<file path="config.mk">
export PLATFORM = sky130hd
export DESIGN_NAME = bullet_pool_ctrl_flat
export DESIGN_NICKNAME = d
export VERILOG_FILES = /design/src/rtl/bullet_pool_ctrl_if.sv /design/src/rtl/bullet_pool_ctrl.sv /design/src/flat_wrapper.sv
export SDC_FILE = /design/constraint.sdc
export NUM_CORES = 1
export LEC_CHECK = 0
export CAP_MARGIN = 40
export CORE_MARGIN = 2
export CORE_UTILIZATION = 40
export CTS_CLUSTER_DIAMETER = 150
export DETAILED_ROUTE_END_ITERATION = 10
export MAX_ROUTING_LAYER = met4
export PLACE_DENSITY = 0.76
export SLEW_MARGIN = 20
export SYNTH_ARGS = -nofsm -noshare
export SYNTH_HDL_FRONTEND = slang
export SYNTH_SLANG_ARGS = --single-unit
</file>
<file path="constraint.sdc">
create_clock -name fsm_clock -period 6.7 [get_ports fsm_clock]
set_input_delay 0.67 -clock fsm_clock [delete_from_list [all_inputs] [get_ports fsm_clock]]
set_output_delay 0.67 -clock fsm_clock [all_outputs]
set_load 0.1 [all_outputs]
</file>
<file path="src/rtl/bullet_pool_ctrl_if.sv">
// Keyboard, collision and bullet status bundle for one tank's bullet pool.
// The master side (keyboard/collision logic) drives requests; the slave side (bullet_pool_ctrl) reports slot status.
interface bullet_pool_ctrl_if #(
  parameter int NUM_BULLETS = 3
);
  localparam int SLOT_W = (NUM_BULLETS > 1) ? $clog2(NUM_BULLETS) : 1;

  logic [7:0]             keycode1;
  logic [7:0]             keycode2;
  logic [7:0]             keycode3;
  logic [7:0]             keycode4;
  logic [NUM_BULLETS-1:0] wall_hit;
  logic [NUM_BULLETS-1:0] tank_hit;
  logic [NUM_BULLETS-1:0] bullet_active;
  logic [NUM_BULLETS-1:0] bullet_launch;
  logic                   fire_pulse;
  logic [SLOT_W-1:0]      fire_slot;
  logic [SLOT_W:0]        free_count;
  logic                   cooldown_busy;

  modport master (
    output keycode1, keycode2, keycode3, keycode4, wall_hit, tank_hit,
    input  bullet_active, bullet_launch, fire_pulse, fire_slot, free_count, cooldown_busy
  );

  modport slave (
    input  keycode1, keycode2, keycode3, keycode4, wall_hit, tank_hit,
    output bullet_active, bullet_launch, fire_pulse, fire_slot, free_count, cooldown_busy
  );
endinterface

</file>
<file path="src/rtl/bullet_pool_ctrl.sv">
// Per-tank bullet pool: fire-key detection, cooldown, lowest-free-slot allocation and per-slot lifecycle.
// Define BULLET_AUTOFIRE_EN to fire on the key level (autofire) instead of its rising edge.
module bullet_pool_ctrl #(
  parameter int         NUM_BULLETS = 3,
  parameter logic [7:0] FIRE_KEY    = 8'd40,
  parameter int         COOLDOWN    = 4,
  parameter int         LIFETIME    = 60
) (
  input logic               fsm_clock,
  input logic               reset,
  bullet_pool_ctrl_if.slave bus
);
  localparam int SLOT_W = (NUM_BULLETS > 1) ? $clog2(NUM_BULLETS) : 1;
  localparam int LIFE_W = $clog2(LIFETIME);
  localparam int CD_W   = (COOLDOWN > 0) ? $clog2(COOLDOWN + 1) : 1;

  localparam logic [1:0] ST_IDLE   = 2'd0;
  localparam logic [1:0] ST_LAUNCH = 2'd1;
  localparam logic [1:0] ST_FLYING = 2'd2;

  logic                                key_now_s;
  logic                                key_prev_r;
  logic                                fire_req_s;
  logic                                grant_s;
  logic                                any_idle_s;
  logic [SLOT_W-1:0]                   grant_idx_s;
  logic [NUM_BULLETS-1:0]              idle_s;
  logic [NUM_BULLETS-1:0]              hit_s;
  logic [NUM_BULLETS-1:0][1:0]         state_r;
  logic [NUM_BULLETS-1:0][1:0]         state_nxt_s;
  logic [NUM_BULLETS-1:0][LIFE_W-1:0]  life_r;
  logic [NUM_BULLETS-1:0][LIFE_W-1:0]  life_nxt_s;
  logic [CD_W-1:0]                     cooldown_r;
  logic [CD_W-1:0]                     cooldown_nxt_s;
  logic [NUM_BULLETS-1:0]              active_r;
  logic [NUM_BULLETS-1:0]              launch_r;
  logic                                fire_pulse_r;
  logic [SLOT_W-1:0]                   fire_slot_r;
  logic [SLOT_W:0]                     free_count_r;
  logic                                busy_r;

  function automatic logic [NUM_BULLETS-1:0] decode_active(input logic [NUM_BULLETS-1:0][1:0] st);
    logic [NUM_BULLETS-1:0] v;
    v = {NUM_BULLETS{1'b0}};
    for (int i = 0; i < NUM_BULLETS; i++) begin
      v[i] = (st[i] == ST_LAUNCH) || (st[i] == ST_FLYING);
    end
    return v;
  endfunction

  function automatic logic [NUM_BULLETS-1:0] decode_launch(input logic [NUM_BULLETS-1:0][1:0] st);
    logic [NUM_BULLETS-1:0] v;
    v = {NUM_BULLETS{1'b0}};
    for (int i = 0; i < NUM_BULLETS; i++) begin
      v[i] = (st[i] == ST_LAUNCH);
    end
    return v;
  endfunction

  function automatic logic [SLOT_W:0] count_idle(input logic [NUM_BULLETS-1:0][1:0] st);
    logic [SLOT_W:0] cnt;
    cnt = {(SLOT_W+1){1'b0}};
    for (int i = 0; i < NUM_BULLETS; i++) begin
      cnt = cnt + ((st[i] == ST_IDLE) ? (SLOT_W+1)'(1'b1) : {(SLOT_W+1){1'b0}});
    end
    return cnt;
  endfunction

  assign key_now_s = (bus.keycode1 == FIRE_KEY) || (bus.keycode2 == FIRE_KEY) ||
                     (bus.keycode3 == FIRE_KEY) || (bus.keycode4 == FIRE_KEY);

`ifdef BULLET_AUTOFIRE_EN
  assign fire_req_s = key_now_s;
`else
  assign fire_req_s = key_now_s & ~key_prev_r;
`endif

  // Eligibility uses pre-edge state, so a slot retiring this edge cannot be re-granted until next edge.
  always_comb begin
    idle_s = {NUM_BULLETS{1'b0}};
    hit_s  = {NUM_BULLETS{1'b0}};
    for (int i = 0; i < NUM_BULLETS; i++) begin
      idle_s[i] = (state_r[i] == ST_IDLE);
      hit_s[i]  = bus.wall_hit[i] | bus.tank_hit[i];
    end
  end

  // Priority pick of the lowest-index idle slot.
  always_comb begin
    grant_idx_s = {SLOT_W{1'b0}};
    any_idle_s  = 1'b0;
    for (int i = NUM_BULLETS - 1; i >= 0; i--) begin
      grant_idx_s = idle_s[i] ? SLOT_W'(i) : grant_idx_s;
      any_idle_s  = any_idle_s | idle_s[i];
    end
    grant_s = fire_req_s && (cooldown_r == {CD_W{1'b0}}) && any_idle_s;
  end

  // Cooldown reloads on grant and otherwise counts down to zero.
  always_comb begin
    cooldown_nxt_s = cooldown_r;
    if (grant_s) begin
      cooldown_nxt_s = CD_W'(COOLDOWN);
    end else if (cooldown_r != {CD_W{1'b0}}) begin
      cooldown_nxt_s = cooldown_r - CD_W'(1'b1);
    end else begin
      cooldown_nxt_s = {CD_W{1'b0}};
    end
  end

  // Slot lifecycle; a hit overrides expiry, and life counts down through LAUNCH and FLYING.
  always_comb begin
    state_nxt_s = state_r;
    life_nxt_s  = life_r;
    for (int i = 0; i < NUM_BULLETS; i++) begin
      case (state_r[i])
        ST_IDLE: begin
          if (grant_s && (grant_idx_s == SLOT_W'(i))) begin
            state_nxt_s[i] = ST_LAUNCH;
            life_nxt_s[i]  = LIFE_W'(LIFETIME - 1);
          end else begin
            state_nxt_s[i] = ST_IDLE;
          end
        end
        ST_LAUNCH: begin
          if (hit_s[i]) begin
            state_nxt_s[i] = ST_IDLE;
          end else begin
            state_nxt_s[i] = ST_FLYING;
            life_nxt_s[i]  = life_r[i] - LIFE_W'(1'b1);
          end
        end
        ST_FLYING: begin
          if (hit_s[i] || (life_r[i] == {LIFE_W{1'b0}})) begin
            state_nxt_s[i] = ST_IDLE;
          end else begin
            state_nxt_s[i] = ST_FLYING;
            life_nxt_s[i]  = life_r[i] - LIFE_W'(1'b1);
          end
        end
        default: begin
          state_nxt_s[i] = ST_IDLE;
          life_nxt_s[i]  = {LIFE_W{1'b0}};
        end
      endcase
    end
  end

  // State and outputs registered together; outputs are decoded from the next state so they track the regs.
  always_ff @(posedge fsm_clock) begin
    if (reset) begin
      state_r      <= {NUM_BULLETS{ST_IDLE}};
      life_r       <= {(NUM_BULLETS*LIFE_W){1'b0}};
      cooldown_r   <= {CD_W{1'b0}};
      key_prev_r   <= 1'b0;
      active_r     <= {NUM_BULLETS{1'b0}};
      launch_r     <= {NUM_BULLETS{1'b0}};
      fire_pulse_r <= 1'b0;
      fire_slot_r  <= {SLOT_W{1'b0}};
      free_count_r <= (SLOT_W+1)'(NUM_BULLETS);
      busy_r       <= 1'b0;
    end else begin
      state_r      <= state_nxt_s;
      life_r       <= life_nxt_s;
      cooldown_r   <= cooldown_nxt_s;
      key_prev_r   <= key_now_s;
      active_r     <= decode_active(state_nxt_s);
      launch_r     <= decode_launch(state_nxt_s);
      fire_pulse_r <= grant_s;
      fire_slot_r  <= grant_s ? grant_idx_s : fire_slot_r;
      free_count_r <= count_idle(state_nxt_s);
      busy_r       <= (cooldown_nxt_s != {CD_W{1'b0}});
    end
  end

  assign bus.bullet_active = active_r;
  assign bus.bullet_launch = launch_r;
  assign bus.fire_pulse    = fire_pulse_r;
  assign bus.fire_slot     = fire_slot_r;
  assign bus.free_count    = free_count_r;
  assign bus.cooldown_busy = busy_r;

endmodule

</file>
<file path="src/flat_wrapper.sv">
// flat-port wrapper written by rule: the top's interface ports become plain ports
module bullet_pool_ctrl_flat 
#(
  parameter int         NUM_BULLETS = 3,
  parameter logic [7:0] FIRE_KEY    = 8'd40,
  parameter int         COOLDOWN    = 4,
  parameter int         LIFETIME    = 60
)
  (fsm_clock, reset, bus_keycode1, bus_keycode2, bus_keycode3, bus_keycode4, bus_wall_hit, bus_tank_hit, bus_bullet_active, bus_bullet_launch, bus_fire_pulse, bus_fire_slot, bus_free_count, bus_cooldown_busy);
  bullet_pool_ctrl_if #(.NUM_BULLETS(NUM_BULLETS)) bus_i ();
  input logic fsm_clock;
  input logic reset;
  input wire logic [$bits(bus_i.keycode1)-1:0] bus_keycode1;
  input wire logic [$bits(bus_i.keycode2)-1:0] bus_keycode2;
  input wire logic [$bits(bus_i.keycode3)-1:0] bus_keycode3;
  input wire logic [$bits(bus_i.keycode4)-1:0] bus_keycode4;
  input wire logic [$bits(bus_i.wall_hit)-1:0] bus_wall_hit;
  input wire logic [$bits(bus_i.tank_hit)-1:0] bus_tank_hit;
  output wire logic [$bits(bus_i.bullet_active)-1:0] bus_bullet_active;
  output wire logic [$bits(bus_i.bullet_launch)-1:0] bus_bullet_launch;
  output wire logic [$bits(bus_i.fire_pulse)-1:0] bus_fire_pulse;
  output wire logic [$bits(bus_i.fire_slot)-1:0] bus_fire_slot;
  output wire logic [$bits(bus_i.free_count)-1:0] bus_free_count;
  output wire logic [$bits(bus_i.cooldown_busy)-1:0] bus_cooldown_busy;
  assign bus_i.keycode1 = bus_keycode1;
  assign bus_i.keycode2 = bus_keycode2;
  assign bus_i.keycode3 = bus_keycode3;
  assign bus_i.keycode4 = bus_keycode4;
  assign bus_i.wall_hit = bus_wall_hit;
  assign bus_i.tank_hit = bus_tank_hit;
  assign bus_bullet_active = bus_i.bullet_active;
  assign bus_bullet_launch = bus_i.bullet_launch;
  assign bus_fire_pulse = bus_i.fire_pulse;
  assign bus_fire_slot = bus_i.fire_slot;
  assign bus_free_count = bus_i.free_count;
  assign bus_cooldown_busy = bus_i.cooldown_busy;
  bullet_pool_ctrl #(.NUM_BULLETS(NUM_BULLETS), .FIRE_KEY(FIRE_KEY), .COOLDOWN(COOLDOWN), .LIFETIME(LIFETIME)) u_core (.fsm_clock(fsm_clock), .reset(reset), .bus(bus_i));
endmodule
</file>
==> impl_metrics.env <==
export IMPL_max_stage_delay_ns=0.44
export IMPL_yosysSeqAreaShare_pct=34.5
export IMPL_cp_cell_sequence="clkdlybuf4s50_1, nor4b_1, nand2_1, a41oi_4, nand2_1, or2_2, ha_1, fa_1, or2_2"
export IMPL_clkSlewWorstSetupHoldPaths_ns=0.07
export IMPL_r2r_setup_slack_ns=3.82
export IMPL_ys_async_sr_fraction_pct=0
export IMPL_crit_slowest_cell="fa_1"
export IMPL_min_period_ns=3.17
export IMPL_viasPerCell=5.22
export IMPL_synth_edff_count=0
export IMPL_core_area_mm2=0.00554
export IMPL_n_fill_cell=495
export IMPL_post_cts_buffers=0
export IMPL_groute_layer_met3_usage_pct=5.62
export IMPL_holdPathStages=2
export IMPL_maxCapViolCount=0
export IMPL_avgRoutedWirePerCell_um=13.1
export IMPL_place_congestion=0.833
export IMPL_cts_tree="yes"
export IMPL_drive_gt1_share_pct=11.4
export IMPL_yosysTopAreaCell="dfxtp_1"
export IMPL_clockBufferDepth=2
export IMPL_grt_max_degree=40
export IMPL_areaGrowthSynthToFinish_pct=35.4
export IMPL_gr_max_usage_layer="met2"
export IMPL_finalHoldViolations=0
export IMPL_start_util_pct=41.9
export IMPL_cp_max_fo=6
export IMPL_grt_pass1_vias=2035
export IMPL_antenna_cells=0
export IMPL_ant_nets=0
export IMPL_tightest_slew_ns=0.649
export IMPL_synth_top_area_share_pct=34.5
export IMPL_startpoint_type="input port"
export IMPL_track_usage_pct=17.7
export IMPL_timing_rr_end="u_core.bus.free_count[0]"
export IMPL_clock_sinks=40
export IMPL_gr_usage_met2_pct=29.1
export IMPL_path_delay_family="simple AND/OR/NAND/NOR gates"
export IMPL_instances_no_fill=405
export IMPL_reg2regPathDepth=10
export IMPL_cp_end_kind="flip-flop"
export IMPL_hp_class="flip-flop to flip-flop"
export IMPL_place_inst=397
export IMPL_synth_area_leaders="dfxtp_1 (35%), ha_1 (13%), a21oi_1 (5.8%)"
export IMPL_worstPathArrival_ns=3.35
export IMPL_p_leak_nw=1.20
export IMPL_power_density_mw_per_mm2=140
export IMPL_antenna_found_initial=0
export IMPL_rsz0062_at_grt="false"
export IMPL_dp_hpwl_mm=3.91
export IMPL_worstHoldStart="u_core.bus.fire_slot[1]"
export IMPL_cts_root_buf="clkbuf_8"
export IMPL_io_pins=53
export IMPL_grt_ovfl_total=0
export IMPL_fin_nets=399
export IMPL_yosysMostFrequentCell="dfxtp_1"
export IMPL_wirelength_mm=5.29
export IMPL_cts_buffers=5
export IMPL_slew_headroom_pct=56.7
export IMPL_path_class="input port to flip-flop"
export IMPL_setup_viol=0
export IMPL_synthFlopType="dfxtp_1"
export IMPL_startpoint="bus_keycode1[1]"
export IMPL_cts_hold_buf=0
export IMPL_syn_nets=337
export IMPL_synth_seq_cells=40
export IMPL_synthTopCellsByCount="dfxtp_1 (40), a21oi_1 (27), ha_1 (25), inv_1 (25), nor2_1 (20)"
export IMPL_grt_pass1_wl_mm=8.62
export IMPL_grt_use_met1_pct=19.6
export IMPL_ys_warnings_count=0
export IMPL_cts_repair_resized=0
export IMPL_final_util_pct=56.7
export IMPL_holdPathEnd="u_core.bus.fire_slot[1]"
export IMPL_syn_inst=271
export IMPL_fin_crit_sh_pct=47.3
export IMPL_netlist_area_mm2=0.00232
export IMPL_cp_required_ns=6.88
export IMPL_clock_latency_ns=0.30
export IMPL_final_setup_tns_ns=0
export IMPL_io_buffer_count=51
export IMPL_ir_drop_mv=0.0815
export IMPL_slew_viol_final=0
export IMPL_cp_buffers_inverters=1
export IMPL_syn_avg_cell_area_um2=8.56
export IMPL_drt_iter0_drc=144
export IMPL_num_rows=27
export IMPL_status="finished clean"
export IMPL_cts_max_level=2
export IMPL_die_h_um=80.2
export IMPL_die_area_mm2=0.00643
export IMPL_synth_cell_type_count=44
export IMPL_finalClockSkew_ns=0.00921
export IMPL_dr_pass1_iters=5
export IMPL_drcViolationCount=0
export IMPL_regToRegStartpoint="u_core.cooldown_r[0]"
export IMPL_fmax_mhz=315
export IMPL_die_w_um=80.2
export IMPL_vias=2113
-- per-layer routing --
| layer | vias to the layer above | routed length, um |
|---|---|---|
| li1 | 1048 | - |
| met1 | 989 | 2280 |
| met2 | 70 | 2460 |
| met3 | 6 | 446 |
| met4 | 0 | 99 |
| met5 | - | 0 |
-- worst register-to-register path: cells and delay by family (launching register included) --
family | cells | cell delay (ns)
compound gates | 1 | 0.31
fa+ha+maj | 3 | 0.82
buf+inv | 1 | 0.08
flops | 1 | 0.33
simple gates | 5 | 1.24
-- how the worst max path moves through the flow --
| stage | end | slack (ns) | cells after the start |
|---|---|---|---|
| after floorplan | u_core.bus.free_count[0] | 3.89 | 8 |
| after global placement | u_core.bus.free_count[0] | 3.27 | 9 |
| after detailed placement | u_core.bus.free_count[0] | 3.20 | 9 |
| after CTS | u_core.bus.free_count[0] | 3.52 | 9 |
| after global routing | u_core.bus.free_count[0] | 3.37 | 9 |
| final | u_core.bus.free_count[0] | 3.53 | 9 |
-- area by class of cell --
cell class | instances | area [um2] | share of cell area, %
Tap cell | 72 | 90.1 | 2.87
Sequential cell | 40 | 801 | 25.5
Timing Repair Buffer | 65 | 703 | 22.4
Inverter | 25 | 93.8 | 2.99
Clock inverter | 1 | 5.00 | 0.159
Clock buffer | 6 | 72.6 | 2.31
Multi-Input combinational cell | 196 | 1380 | 43.8
-- stage by stage --
step           hold slack (ns)  cell area, um2  setup slack, ns  total power, mW
6_report                 0.476            3140             3.53            0.441
3_5_place_dp             0.473            3060             3.20            0.292
2_1_floorplan            0.445            2320             3.89            0.264
5_1_grt                  0.506            3140             3.37            0.460
3_3_place_gp             0.462            2880             3.27            0.290
4_1_cts                  0.483            3140             3.52            0.447
-- cell usage in the layout, fill, tap and decap left out, types with 2 or more instances in the layout --
master,count
a211oi_1,5
a21o_1,4
a21oi_1,27
a21oi_2,2
a221oi_1,2
a31o_2,2
a31oi_1,3
buf_8,12
clkbuf_8,5
clkdlybuf4s50_1,51
dfxtp_1,40
ha_1,25
inv_1,25
nand2_1,16
nand2b_1,7
nand3_1,6
nor2_1,20
nor2b_1,11
nor3_1,9
nor3b_1,2
nor4b_1,4
nor4b_2,3
o21ai_0,11
o22a_1,2
or2_2,7
or3_1,7
or4_1,4
xnor2_1,2
-- registers in the layout, indices dropped and copies added, names as in the netlist --
signal,cells
u_core.bus.fire_slot,2
u_core.bus.free_count,2
u_core.state_r,6
u_core.bus.cooldown_busy,1
u_core.life_r,18
u_core.bus.bullet_launch,3
u_core.cooldown_r,3
u_core.key_prev_r,1
u_core.bus.fire_pulse,1
u_core.bus.bullet_active,3
-- cell families (layout without fill, tap and decap cells) --
logic type | Yosys count | after routing | synth area share [%]
AO/OA/AOI/OAI | 62 | 62 | 17.4
flip-flops | 40 | 40 | 34.5
XOR/XNOR | 3 | 3 | 1.13
other | 1 | 1 | 0.162
buffers and inverters | 35 | 97 | 6.20
AND/OR/NAND/NOR | 104 | 104 | 26.3
adder cells (fa/ha/maj) | 26 | 26 | 14.3
-- power breakdown --
group | total, mW | leakage, nW | internal [mW] | switching [mW]
Sequential | 0.240 | 0.322 | 0.239 | 0.000923
Clock | 0.155 | 0.0410 | 0.0709 | 0.0840
Combinational | 0.0467 | 0.834 | 0.0275 | 0.0192
(Power assumes the default switching activity.)
